### src/rtl/serial_rx_pkg.sv
// rtl/serial_rx_pkg.sv - shared state encoding and default frame geometry for the serial receiver
package serial_rx_pkg;

    typedef enum logic [1:0] {
        IDLE  = 2'd0,
        START = 2'd1,
        DATA  = 2'd2,
        STOP  = 2'd3
    } rx_state_t;

    localparam int DEF_CLKS_PER_BIT = 10;
    localparam int DEF_DATA_BITS    = 8;

endpackage

### src/rtl/flex_counter.sv
// rtl/flex_counter.sv - clearable up-counter running 0..rollover_val-1 with terminal-count flag
module flex_counter #(
    parameter int NUM_CNT_BITS = 4
) (
    input  logic                    clk,
    input  logic                    n_rst,
    input  logic                    clear,
    input  logic                    count_enable,
    input  logic [NUM_CNT_BITS-1:0] rollover_val,
    output logic [NUM_CNT_BITS-1:0] count_out,
    output logic                    rollover_flag
);

    assign rollover_flag = (count_out == rollover_val - 1'b1);

    always_ff @(posedge clk or negedge n_rst) begin
        if (!n_rst) begin
            count_out <= '0;
        end else if (clear) begin
            count_out <= '0;
        end else if (count_enable) begin
            count_out <= rollover_flag ? '0 : count_out + 1'b1;
        end
    end

endmodule

### src/rtl/serial_rx_ctrl.sv
// rtl/serial_rx_ctrl.sv - UART-style receive controller: sync, start detect, bit sampling, byte delivery
module serial_rx_ctrl
    import serial_rx_pkg::*;
#(
    parameter int CLKS_PER_BIT = DEF_CLKS_PER_BIT,
    parameter int DATA_BITS    = DEF_DATA_BITS,
    parameter int BP_BITS      = $clog2(CLKS_PER_BIT + 1)
) (
    input  logic                 clk,
    input  logic                 n_rst,
    input  logic                 serial_in,
    input  logic                 data_read,
    output logic [DATA_BITS-1:0] rx_data,
    output logic                 data_ready,
    output logic                 framing_error,
    output logic                 overrun_error
);

    localparam int BC_BITS = $clog2(DATA_BITS + 1);
    localparam logic [BP_BITS-1:0] BP_ROLL = BP_BITS'(CLKS_PER_BIT);
    localparam logic [BP_BITS-1:0] BP_MID  = BP_BITS'(CLKS_PER_BIT / 2);
    localparam logic [BC_BITS-1:0] BC_ROLL = BC_BITS'(DATA_BITS);

    rx_state_t            state;
    logic                 sync_1, sync_2, line_prev;
    logic [1:0]           sync_fill;
    logic                 armed;
    logic [DATA_BITS-1:0] shift_reg;

    logic [BP_BITS-1:0]   bp_count;
    logic                 bp_rollover_unused;
    logic [BC_BITS-1:0]   bc_count_unused;
    logic                 bc_rollover;
    logic                 counters_clear, sample, start_edge;

    assign counters_clear = (state == IDLE);
    assign sample         = (state != IDLE) && (bp_count == BP_MID);
    assign start_edge     = armed && line_prev && !sync_2;

    flex_counter #(.NUM_CNT_BITS(BP_BITS)) u_bit_period (
        .clk           (clk),
        .n_rst         (n_rst),
        .clear         (counters_clear),
        .count_enable  (state != IDLE),
        .rollover_val  (BP_ROLL),
        .count_out     (bp_count),
        .rollover_flag (bp_rollover_unused)
    );

    flex_counter #(.NUM_CNT_BITS(BC_BITS)) u_bit_count (
        .clk           (clk),
        .n_rst         (n_rst),
        .clear         (counters_clear),
        .count_enable  (sample && (state == DATA)),
        .rollover_val  (BC_ROLL),
        .count_out     (bc_count_unused),
        .rollover_flag (bc_rollover)
    );

    // Synchronizer flops reset high, so a line held low out of reset would look like a fall;
    // armed only rises once a genuinely sampled high has reached sync_2.
    always_ff @(posedge clk or negedge n_rst) begin
        if (!n_rst) begin
            sync_1        <= 1'b1;
            sync_2        <= 1'b1;
            line_prev     <= 1'b1;
            sync_fill     <= 2'b00;
            armed         <= 1'b0;
            state         <= IDLE;
            shift_reg     <= '0;
            rx_data       <= '0;
            data_ready    <= 1'b0;
            framing_error <= 1'b0;
            overrun_error <= 1'b0;
        end else begin
            sync_1    <= serial_in;
            sync_2    <= sync_1;
            line_prev <= sync_2;
            sync_fill <= {sync_fill[0], 1'b1};
            armed     <= armed | (sync_fill[1] & sync_2);

            if (data_read) begin
                data_ready    <= 1'b0;
                overrun_error <= 1'b0;
            end

            case (state)
                IDLE: begin
                    if (start_edge) state <= START;
                end
                START: begin
                    if (sample) begin
                        if (sync_2) begin
                            state <= IDLE;
                        end else begin
                            state         <= DATA;
                            framing_error <= 1'b0;
                        end
                    end
                end
                DATA: begin
                    if (sample) begin
                        shift_reg <= {sync_2, shift_reg[DATA_BITS-1:1]};
                        if (bc_rollover) state <= STOP;
                    end
                end
                STOP: begin
                    if (sample) begin
                        state <= IDLE;
                        // A load issued alongside data_read overrides the clear above.
                        if (sync_2) begin
                            rx_data    <= shift_reg;
                            data_ready <= 1'b1;
                            if (data_ready && !data_read) overrun_error <= 1'b1;
                        end else begin
                            framing_error <= 1'b1;
                        end
                    end
                end
                default: state <= IDLE;
            endcase
        end
    end

endmodule

### config.mk
export PLATFORM = sky130hd
export DESIGN_NAME = serial_rx_ctrl
export DESIGN_NICKNAME = d
export VERILOG_FILES = /design/src/rtl/serial_rx_pkg.sv /design/src/rtl/flex_counter.sv /design/src/rtl/serial_rx_ctrl.sv
export SDC_FILE = /design/constraint.sdc
export NUM_CORES = 1
export LEC_CHECK = 0
export BUFFER_PORTS_ARGS = -buffer_cell sky130_fd_sc_hd__buf_2
export CELL_PAD_IN_SITES_DETAIL_PLACEMENT = 1
export CELL_PAD_IN_SITES_GLOBAL_PLACEMENT = 1
export CORE_MARGIN = 2
export CORE_UTILIZATION = 51
export CTS_CLUSTER_DIAMETER = 150
export DETAILED_ROUTE_END_ITERATION = 10
export PLACE_DENSITY_LB_ADDON = 0.05
export RECOVER_POWER = 100
export SLEW_MARGIN = 10
export SYNTH_ARGS = -nofsm -noshare
export SYNTH_HDL_FRONTEND = slang
export SYNTH_HIERARCHICAL = 1
export SYNTH_SLANG_ARGS = --single-unit
### constraint.sdc
create_clock -name clk -period 4.4 [get_ports clk]
set_clock_uncertainty 0.05 [all_clocks]
set_input_delay 0.66 -clock clk [delete_from_list [all_inputs] [get_ports clk]]
set_output_delay 0.66 -clock clk [all_outputs]
set_load 0.01 [all_outputs]
=== Yosys cells after proc, flatten, opt, wreduce, memory -nomap -nowiden ===
Index checks and enable logic that the tools add are counted.

* Bits of input ports: 4
* Register bits: 35
* Word-level logic and storage cells: 73
* Output and inout bits: 11

* Eq/ne operators: 13
* Reductions and logical operators: 16
* Bitwise gates (word level): 2
* Add/subtract/negate cells: 2
* Mux-type cells: 27

{| class="wikitable"
|+ Operators with widths
! operator !! number
|-
| 2-to-1 mux 4 bit || 6
|-
| 2-to-1 mux 1 bit || 13
|-
| 2-to-1 mux 2 bit || 6
|-
| inequality test 2 bit (second input constant) || 5
|-
| AND reduction 5 bit || 2
|-
| adder 4 x 1 -> 4 bit (second input constant) || 2
|-
| equality test 4 x 3 -> 1 bit (second input constant) || 2
|-
| case mux 2 bit (4 select lines) || 1
|-
| nonzero test 2 bit || 4
|-
| logical AND 1 bit || 5
|-
| equality test 2 bit (second input constant) || 2
|-
| equality test 4 bit (second input constant) || 1
|-
| inequality test 2 x 1 -> 1 bit (second input constant) || 2
|-
| AND reduction 3 bit || 1
|-
| equality test 2 x 1 -> 1 bit (second input constant) || 1
|-
| zero test 1 bit || 2
|-
| zero test 2 bit || 1
|-
| case mux 1 bit (2 select lines) || 1
|-
| AND reduction 2 bit || 1
|-
| bitwise AND 1 bit || 1
|-
| OR 1 bit || 1
|}

=== Depth between registers and ports, before layout ===
Gate-level depths: netlist of run 1.

* Word-level depth: 6
* Mapped depth: 8
* Mapped depth without buffers: 7

=== Hierarchy ===
Netlist of run 1, hierarchy kept.

{| class="wikitable"
|+ Modules (own cells, without submodules)
! module !! cells an instance !! times used !! seq. area each (µm²) !! area each (µm²)
|-
| serial_rx_ctrl || 67 || 1 || 679.4 || 1,041.0
|-
| flex_counter || 32 || 2 || 100.1 || 332.8
|}

=== Worst setup path before layout of run 1 ===
Ideal clock, no wire load.

* Path kind: flip-flop to flip-flop
* From: register u_bit_period.count_out[1]
* To: register u_bit_count.count_out[3]
* Stages on the path, launching flop included: 9
* Arrival time: 1.721 ns
* Setup slack: 2.534 ns
* Period minus slack after synthesis: 1.866 ns
* Data required time: 4.254 ns
* Path buffers: 2
* Library setup time: 0.096 ns
* Cell sequence: dfrtp_1 nor4bb_1 buf_4 nand3b_4 inv_1 clkbuf_2 nand4_1 xor2_1 a311oi_2

* Longest elaborated chain between the ends: 4

{| class="wikitable"
|+ Ends and longest elaborated chain
! what !! RTL line !! text
|-
| start: declaration || flex_counter.sv:10 || <nowiki>output logic [NUM_CNT_BITS-1:0] count_out,</nowiki>
|-
| start signal: assignment || flex_counter.sv:22 || <nowiki>count_out <= rollover_flag ? '0 : count_out + 1'b1;</nowiki>
|-
| equality test 4 x 3 -> 1 bit || serial_rx_ctrl.sv:37 || <nowiki>assign sample = (state != IDLE) && (bp_count == BP_MID);</nowiki>
|-
| logical AND 1 bit || serial_rx_ctrl.sv:37 ||
|-
| logical AND 1 bit || serial_rx_ctrl.sv:54 || <nowiki>.count_enable (sample && (state == DATA)),</nowiki>
|-
| nonzero test 2 bit (no line) || -- ||
|-
| end signal: assignment || flex_counter.sv:22 ||
|-
| end: declaration || flex_counter.sv:10 ||
|}

No other way between the ends.
A chain may end at the register's enable or synchronous reset.

=== Worst setup path in the final report of run 1 ===
Same ends and word-level chain as after synthesis.

==> impl_metrics.ini, run 1 <==
[outcome]
outcome = finished, violations left
violations = max-capacitance violations, max-slew violations

[floorplanning]
die_w_um = 61.7
initial_utilization = 0.548
die_h_um = 61.7
fp.dieArea_um2 = 3810
rows = 20
core_area_um2 = 3100
ioPinCount = 15

[timing]
setup-tns-final_ps = 0
worst_slack_ps = 1970
rsz0062_at_grt = no
final_max_slew_viol_count = 36
finalHoldViolCount = 0
slew_headroom = -0.187
setup_viol_count_final = 0
worstMarginPinSlew_ps = 1780
fmax_mhz = 411
min_period_ps = 2430
period_share = 0.553

[clock_network]
postCtsSetupBuffers = 0
cts-root-buf = clkbuf_4
htreeDepth = 2
clk_latency_ps = 340
cts_tree = built
ctsLongestPathBuffers = 2
cts_hold_buf = 0
numCtsBuffers = 5
cts_sinks = 35
cts.clk_slew.worst_paths_ps = 100
cts_resized = 0

[route]
drt.antenna.violating_nets = 0
wl_per_cell_um = 13.8
via_per_inst = 5.07
drc_errors = 0
wl_um = 2860
drt_iter0_drc = 18
vias = 1054
dr.pass1.iters = 4

[final_layout]
num-fill-cells = 372
drive_gt1_frac = 0.177
syn2layout_area_growth_pct = 9.34
final_cells = 208
nets = 171
diodes = 0

[place]
place_ws_ps = 2310
dpl.cell_count = 200
post-dp-hpwl_um = 2180
place.gp.congestion = 0.790
port-buffer-count = 14

[grt]
top_usage_layer = met2
grt_use_total = 0.191
grt_pass1_vias = 1116
gr-usage-met2 = 0.305
grtUsageMet3 = 0.0538
grt_overflow = 0
antenna_found_initial = 0
grt_first_pass_wirelength_um = 5170
grt_max_degree = 36
use_met1 = 0.240

[logic_synthesis]
synth_area_per_cell_um2 = 13.1
ys_warn_count = 6
synth_cells = 130
synthesis.area_um2 = 1700

[critical_path]
cp-end-kind = register
reg2regPathDepth = 7
cp.required_ps = 4600
r2r-start = u_bit_period/count_out[1]$_DFFE_PN0P_
ff2ff_setup_slack_ps = 1970
crit_path_start_kind = register
crit_arrival_ps = 2630
reg2reg_to = u_bit_count/count_out[3]$_DFFE_PN0P_
path_max_fanout = 9
critPathKind = register to register

[power_and_ir_drop]
p_leak_nw = 0.868
cellPowerDensity_nw_per_um2 = 432
vdd_drop_max_v = 0.000268

[worst_hold_path]
worstHoldStart = sync_fill[0]$_DFF_PN0_
hold_end = sync_fill[1]$_DFF_PN0_
hold_path_depth = 0
hold_class = register to register

[flow_run]
drv_cap = 1
## worst max-delay path by stage
stage,from,to
2_1_floorplan,u_bit_period/count_out[1]$_DFFE_PN0P_,u_bit_count/count_out[3]$_DFFE_PN0P_
3_3_place_gp,u_bit_period/count_out[1]$_DFFE_PN0P_,u_bit_count/count_out[3]$_DFFE_PN0P_
3_5_place_dp,u_bit_period/count_out[1]$_DFFE_PN0P_,u_bit_count/count_out[3]$_DFFE_PN0P_
4_1_cts,u_bit_period/count_out[2]$_DFFE_PN0P_,u_bit_count/count_out[3]$_DFFE_PN0P_
5_1_grt,u_bit_period/count_out[2]$_DFFE_PN0P_,u_bit_count/count_out[3]$_DFFE_PN0P_
6_report,u_bit_period/count_out[1]$_DFFE_PN0P_,u_bit_count/count_out[3]$_DFFE_PN0P_
## metrics by stage
step	total power, mW	hold WS [ps]	utilization	instance area (µm²)
after floorplan	0.604	281	-	1760
after global placement	0.640	283	0.601	1860
after detailed placement	0.666	302	0.601	1860
after CTS	0.835	316	0.617	1910
after global routing	0.856	324	0.599	1860
final	0.803	318	0.599	1860
## critical path: stages (launching register included)
cell,delay (ps)
dfrtp_1,440
nor4bb_1,300
clkbuf_1,270
nand3b_1,360
inv_1,340
nand4_1,160
xor2_1,180
a311oi_2,240
## layout make-up
type / count / area, µm² / share of cell area
well taps: 44 / 55.1 / 0.0296
inverters: 7 / 26.3 / 0.0141
flip-flops and latches: 35 / 880 / 0.473
multi-input cells: 99 / 790 / 0.425
clock buffers: 7 / 45.0 / 0.0242
repair buffers: 15 / 58.8 / 0.0316
clock inverters: 1 / 5.00 / 0.00269
## power breakdown
| part | switching [mW] | internal, mW |
|---|---|---|
| Combinational | 0.123 | 0.106 |
| Sequential | 0.0491 | 0.361 |
| Clock | 0.102 | 0.0622 |
## per-layer routing
layer  vias to the layer above  wire length [µm]
li1                        509                 -
met1                       522              1220
met2                        17              1500
met3                         6               106
met4                         0                42
met5                         -                 0
## cells in the final DEF, fill, tap and decap left out, drive strengths merged, types with 5 or more instances in the layout
master  count
xor2        6
a311oi      6
xnor2       8
clkbuf     20
mux2       18
dfrtp      32
nand2       5
conb       17
inv         7
nand2b      6
Note: power is estimated with default switching activity, not from simulation.
==> run 2, diff against run 1 <==
Settings changed: CORE_UTILIZATION 51 to 43.
Clock period 4.4 ns to 2 ns, I/O delays scaled along.
==> impl_metrics.ini, run 2 (synthesized netlist as in run 1, its figures left out) <==
[outcome]
outcome = finished, violations left
violations = max-capacitance violations, max-slew violations

[timing]
min_period_ps = 1780
setup-tns-final_ps = 0
rsz0062_at_grt = no
worstMarginPinSlew_ps = 1840
slew_headroom = -0.230
worst_slack_ps = 219
finalHoldViolCount = 0
final_max_slew_viol_count = 36
fmax_mhz = 561
period_share = 0.891
setup_viol_count_final = 0

[floorplanning]
ioPinCount = 15
rows = 22
die_w_um = 66.9
initial_utilization = 0.454
die_h_um = 66.9
core_area_um2 = 3740
fp.dieArea_um2 = 4470

[final_layout]
final_cells = 216
final_cell_mix = dfrtp_1, mux2_2, conb_1
drive_gt1_frac = 0.226
syn2layout_area_growth_pct = 14.3
final_area_um2 = 1940
mostFrequentLayoutCell = dfrtp_1
diodes = 0
nets = 175
multi_input_comb_area_um2 = 796
num-fill-cells = 420
register_area_um2 = 880

[power_and_ir_drop]
swShare = 0.317
combPwrFrac = 0.281
power.internal_mw = 1.34
vdd_drop_max_v = 0.000532
p_leak_nw = 0.920
p_sw_uw = 621
p_seq_frac = 0.454
clkPwrFrac = 0.265
cellPowerDensity_nw_per_um2 = 1010

[route]
drc_errors = 0
drt.antenna.violating_nets = 0
via_per_inst = 5.12
dr.pass1.iters = 4
wl_um = 3010
drt_iter0_drc = 53
vias = 1105
wl_per_cell_um = 13.9

[critical_path]
cp-end-kind = register
critPathSlowestCell = dfrtp_1
max_stage_delay_ps = 460
crit_arrival_ps = 1870
crit_path_start_kind = register
crit_chain = or2_2 > inv_1 > nor2b_1 > o311ai_0 > o221ai_1
cp.required_ps = 2090
reg2regPathDepth = 5
path_max_fanout = 10
critPathKind = register to register

[place]
dpl.cell_count = 208
port-buffer-count = 14
place.gp.congestion = 0.838
place_ws_ps = 237
dpl_cell_area_um2 = 1900
post-dp-hpwl_um = 2200

[clock_network]
numCtsBuffers = 5
postCtsSetupBuffers = 0
ctsLongestPathBuffers = 2
htreeDepth = 2
cts_sinks = 35
cts_tree = built
cts_hold_buf = 0
cts.clk_slew.worst_paths_ps = 70
clk_latency_ps = 280
cts_resized = 0
cts-root-buf = clkbuf_8

[grt]
grt_max_degree = 36
grt_overflow = 0
antenna_found_initial = 0
grt_first_pass_wirelength_um = 5370
grt_use_total = 0.162
grt_pass1_vias = 1162

[worst_hold_path]
hold_class = input port to register
hold_path_depth = 1

[flow_run]
drv_cap = 1
==> run 2: changes by cell type in the layout (fill, tap and decap cells not counted), moves of 2 or more <==
cell and change:
buf_4 +4, clkbuf_1 -2, clkbuf_8 +6, clkbuf_4 -5
==> run 2: layout make-up <==
| class | instances | share of cell area |
|---|---|---|
| Sequential cell | 35 | 0.453 |
| Multi-Input combinational cell | 99 | 0.410 |
| Timing Repair Buffer | 19 | 0.0464 |
| Clock buffer | 7 | 0.0444 |
| Tap cell | 48 | 0.0309 |
| Inverter | 7 | 0.0135 |
| Clock inverter | 1 | 0.00258 |
==> run 2: layer usage <==
layer | part of all wire | vias up | GRT usage
met3 | 0.040 | 7 | 0.0355
met2 | 0.51 | 22 | 0.269
met1 | 0.44 | 561 | 0.199
met4 | 0.018 | 0 | 0.0740
li1 | - | 515 | -
met5 | 0 | - | 0
==> run 2: power groups by stage <==
stage	logic, mW	clock network (mW)	registers (mW)
detailed placement	0.563	0	0.907
floorplan	0.440	0	0.889
finish	0.551	0.518	0.889
global route	0.622	0.563	0.905
global placement	0.543	0	0.898
CTS	0.571	0.541	0.892
==> run 2: stage by stage <==
| stage | hold slack, ps | util | power [mW] |
|---|---|---|---|
| 6_report | 65.4 | 0.519 | 1.96 |
| 5_1_grt | 57.4 | 0.519 | 2.09 |
| 4_1_cts | 57.8 | 0.532 | 2.00 |
| 3_5_place_dp | 303 | 0.507 | 1.47 |
| 3_3_place_gp | 284 | 0.507 | 1.44 |
| 2_1_floorplan | -45.6 | - | 1.33 |
==> run 2: worst paths after layout <==
check	start	endpoint	slack (ps)
min in group asynchronous	n_rst	shift_reg[2]$_DFFE_PN0P_	470
hold reg to reg	sync_1$_DFF_PN1_	sync_2$_DFF_PN1_	320
setup reg to reg	state[0]$_DFFE_PN0P_	u_bit_count/count_out[1]$_DFFE_PN0P_	220
hold / removal	serial_in	sync_1$_DFF_PN1_	70
setup / recovery	state[0]$_DFFE_PN0P_	u_bit_count/count_out[1]$_DFFE_PN0P_	220
max in group asynchronous	n_rst	sync_fill[1]$_DFF_PN0_	370
==> run 2: critical path, delay by kind of cell (launching register included) <==
family                 cells  cell delay (ps)
AND/OR/NAND/NOR            2              540
buffers and inverters      1              290
flip-flops                 1              460
AO/OA/AOI/OAI              2              300
==> run 3, diff against run 2 <==
Settings changed: ABC_AREA set to 1, CORE_UTILIZATION 43 to 46, CTS_BUF_LIST set to sky130_fd_sc_hd__clkbuf_2 sky130_fd_sc_hd__clkbuf_4 sky130_fd_sc_hd__clkbuf_8.
Clock period 2 ns to 1.8 ns, I/O delays scaled along.
==> impl_metrics.ini, run 3 <==
[route]
wl_per_cell_um = 11.7
dr.pass1.iters = 4
drt.antenna.violating_nets = 0
vias = 1371
drt_iter0_drc = 20
drc_errors = 0
via_per_inst = 4.71
wl_um = 3420

[critical_path]
max_stage_delay_ps = 430
cp.required_ps = 1930
reg2regPathDepth = 8
path_delay_family = simple AND/OR/NAND/NOR gates
crit_path_frequent_cell = nor2_1
crit_arrival_ps = 1720
crit_chain = nor2_2 > nor2_1 > nand2_2 > inv_1 > nor2_1 > nor2_4 > nand3_1 > nand2_1
reg2reg_to = u_bit_count/count_out[1]$_DFFE_PN0P_
crit_path_start_kind = register
timing.critical_path.buf_inv = 1
r2r-start = state[0]$_DFFE_PN0P_
ff2ff_setup_slack_ps = 210
path_max_fanout = 5
path_depth = 8
critPathKind = register to register
critPathSlowestCell = dfrtp_1
cp-end-kind = register

[grt]
grtUsageMet3 = 0.0528
use_met1 = 0.206
grt_use_total = 0.194
grt_pass1_vias = 1526
gr-usage-met2 = 0.341
grt_first_pass_wirelength_um = 6330
grt_overflow = 0
antenna_found_initial = 0
grt_max_degree = 36
top_usage_layer = met2

[clock_network]
ctsLongestPathBuffers = 2
clk_latency_ps = 290
cts-root-buf = clkbuf_8
cts_tree = built
cts.clk_slew.worst_paths_ps = 70
htreeDepth = 2
cts_sinks = 35
numCtsBuffers = 5
cts_hold_buf = 0

[power_and_ir_drop]
p_leak_nw = 0.994
vdd_drop_max_v = 0.000645
fin_total_pwr_mw = 2.26
cellPowerDensity_nw_per_um2 = 1150

[floorplanning]
initial_utilization = 0.484
die_w_um = 66.3
ioPinCount = 15
rows = 22
core_area_um2 = 3690
die_h_um = 66.3
fp.dieArea_um2 = 4400

[timing]
slew_headroom = 0.431
min_period_ps = 1590
final_max_slew_viol_count = 0
fmax_mhz = 629
whs_ps = 19.8
setup-tns-final_ps = 0
rsz0062_at_grt = no
period_share = 0.883
worst_slack_ps = 210
worstMarginPinSlew_ps = 854
finalHoldViolCount = 0
setup_viol_count_final = 0

[final_layout]
register_area_um2 = 880
syn2layout_area_growth_pct = 9.66
diodes = 0
drive_gt1_frac = 0.0988
final_cell_mix = nand2_1, dfrtp_1, inv_1
num-fill-cells = 478
mostFrequentLayoutCell = nand2_1
multi_input_comb_area_um2 = 742
nets = 250

[logic_synthesis]
synth_area_per_cell_um2 = 8.59
synthesis.area_um2 = 1790
ys_warn_count = 6
synth_cells = 208

[outcome]
outcome = complete, no violations

[place]
post-dp-hpwl_um = 2630
port-buffer-count = 14
place.gp.congestion = 0.756
place_ws_ps = 172

[worst_hold_path]
hold_class = input port to async pin

[flow_run]
drv_cap = 0
==> run 3: stage by stage <==
stage	util	area, µm²	instances
2_1_floorplan	-	1840	221
3_3_place_gp	0.531	1960	283
3_5_place_dp	0.531	1960	283
4_1_cts	0.555	2050	291
5_1_grt	0.531	1960	291
6_report	0.531	1960	291
==> run 3: worst max path at each step <==
stage                     slack [ps]                                   end                 start
after floorplan                  200  u_bit_count/count_out[0]$_DFFE_PN0P_  state[0]$_DFFE_PN0P_
after global placement           280  u_bit_count/count_out[3]$_DFFE_PN0P_  state[0]$_DFFE_PN0P_
after detailed placement         170  u_bit_count/count_out[3]$_DFFE_PN0P_  state[0]$_DFFE_PN0P_
after CTS                        120  u_bit_count/count_out[3]$_DFFE_PN0P_  state[0]$_DFFE_PN0P_
after global routing              60  u_bit_count/count_out[1]$_DFFE_PN0P_  state[0]$_DFFE_PN0P_
final                            210  u_bit_count/count_out[1]$_DFFE_PN0P_  state[0]$_DFFE_PN0P_
==> run 3: layout make-up <==
class / count / share of cell area
Inverter: 32 / 0.0613
Clock buffer: 5 / 0.0351
Sequential cell: 35 / 0.449
Timing Repair Buffer: 16 / 0.0351
Tap cell: 48 / 0.0307
Clock inverter: 3 / 0.0102
Multi-Input combinational cell: 152 / 0.379
==> run 3: routing by layer <==
metal / vias up / wire [µm]
met3: 9 / 88
met4: 0 / 98
li1: 691 / -
met1: 654 / 1490
met2: 17 / 1740
met5: - / 0
==> run 3: timing repair <==
item / in CTS / in global routing
resized for setup: 0 / 1
setup buffers: 0 / 0
setup endpoints to repair: 0 / 3
==> run 3: power breakdown <==
group	internal (mW)	switching (mW)	total, mW
logic	0.252	0.376	0.629
registers	0.913	0.153	1.07
clock network	0.269	0.293	0.562
total	1.43	0.822	2.26
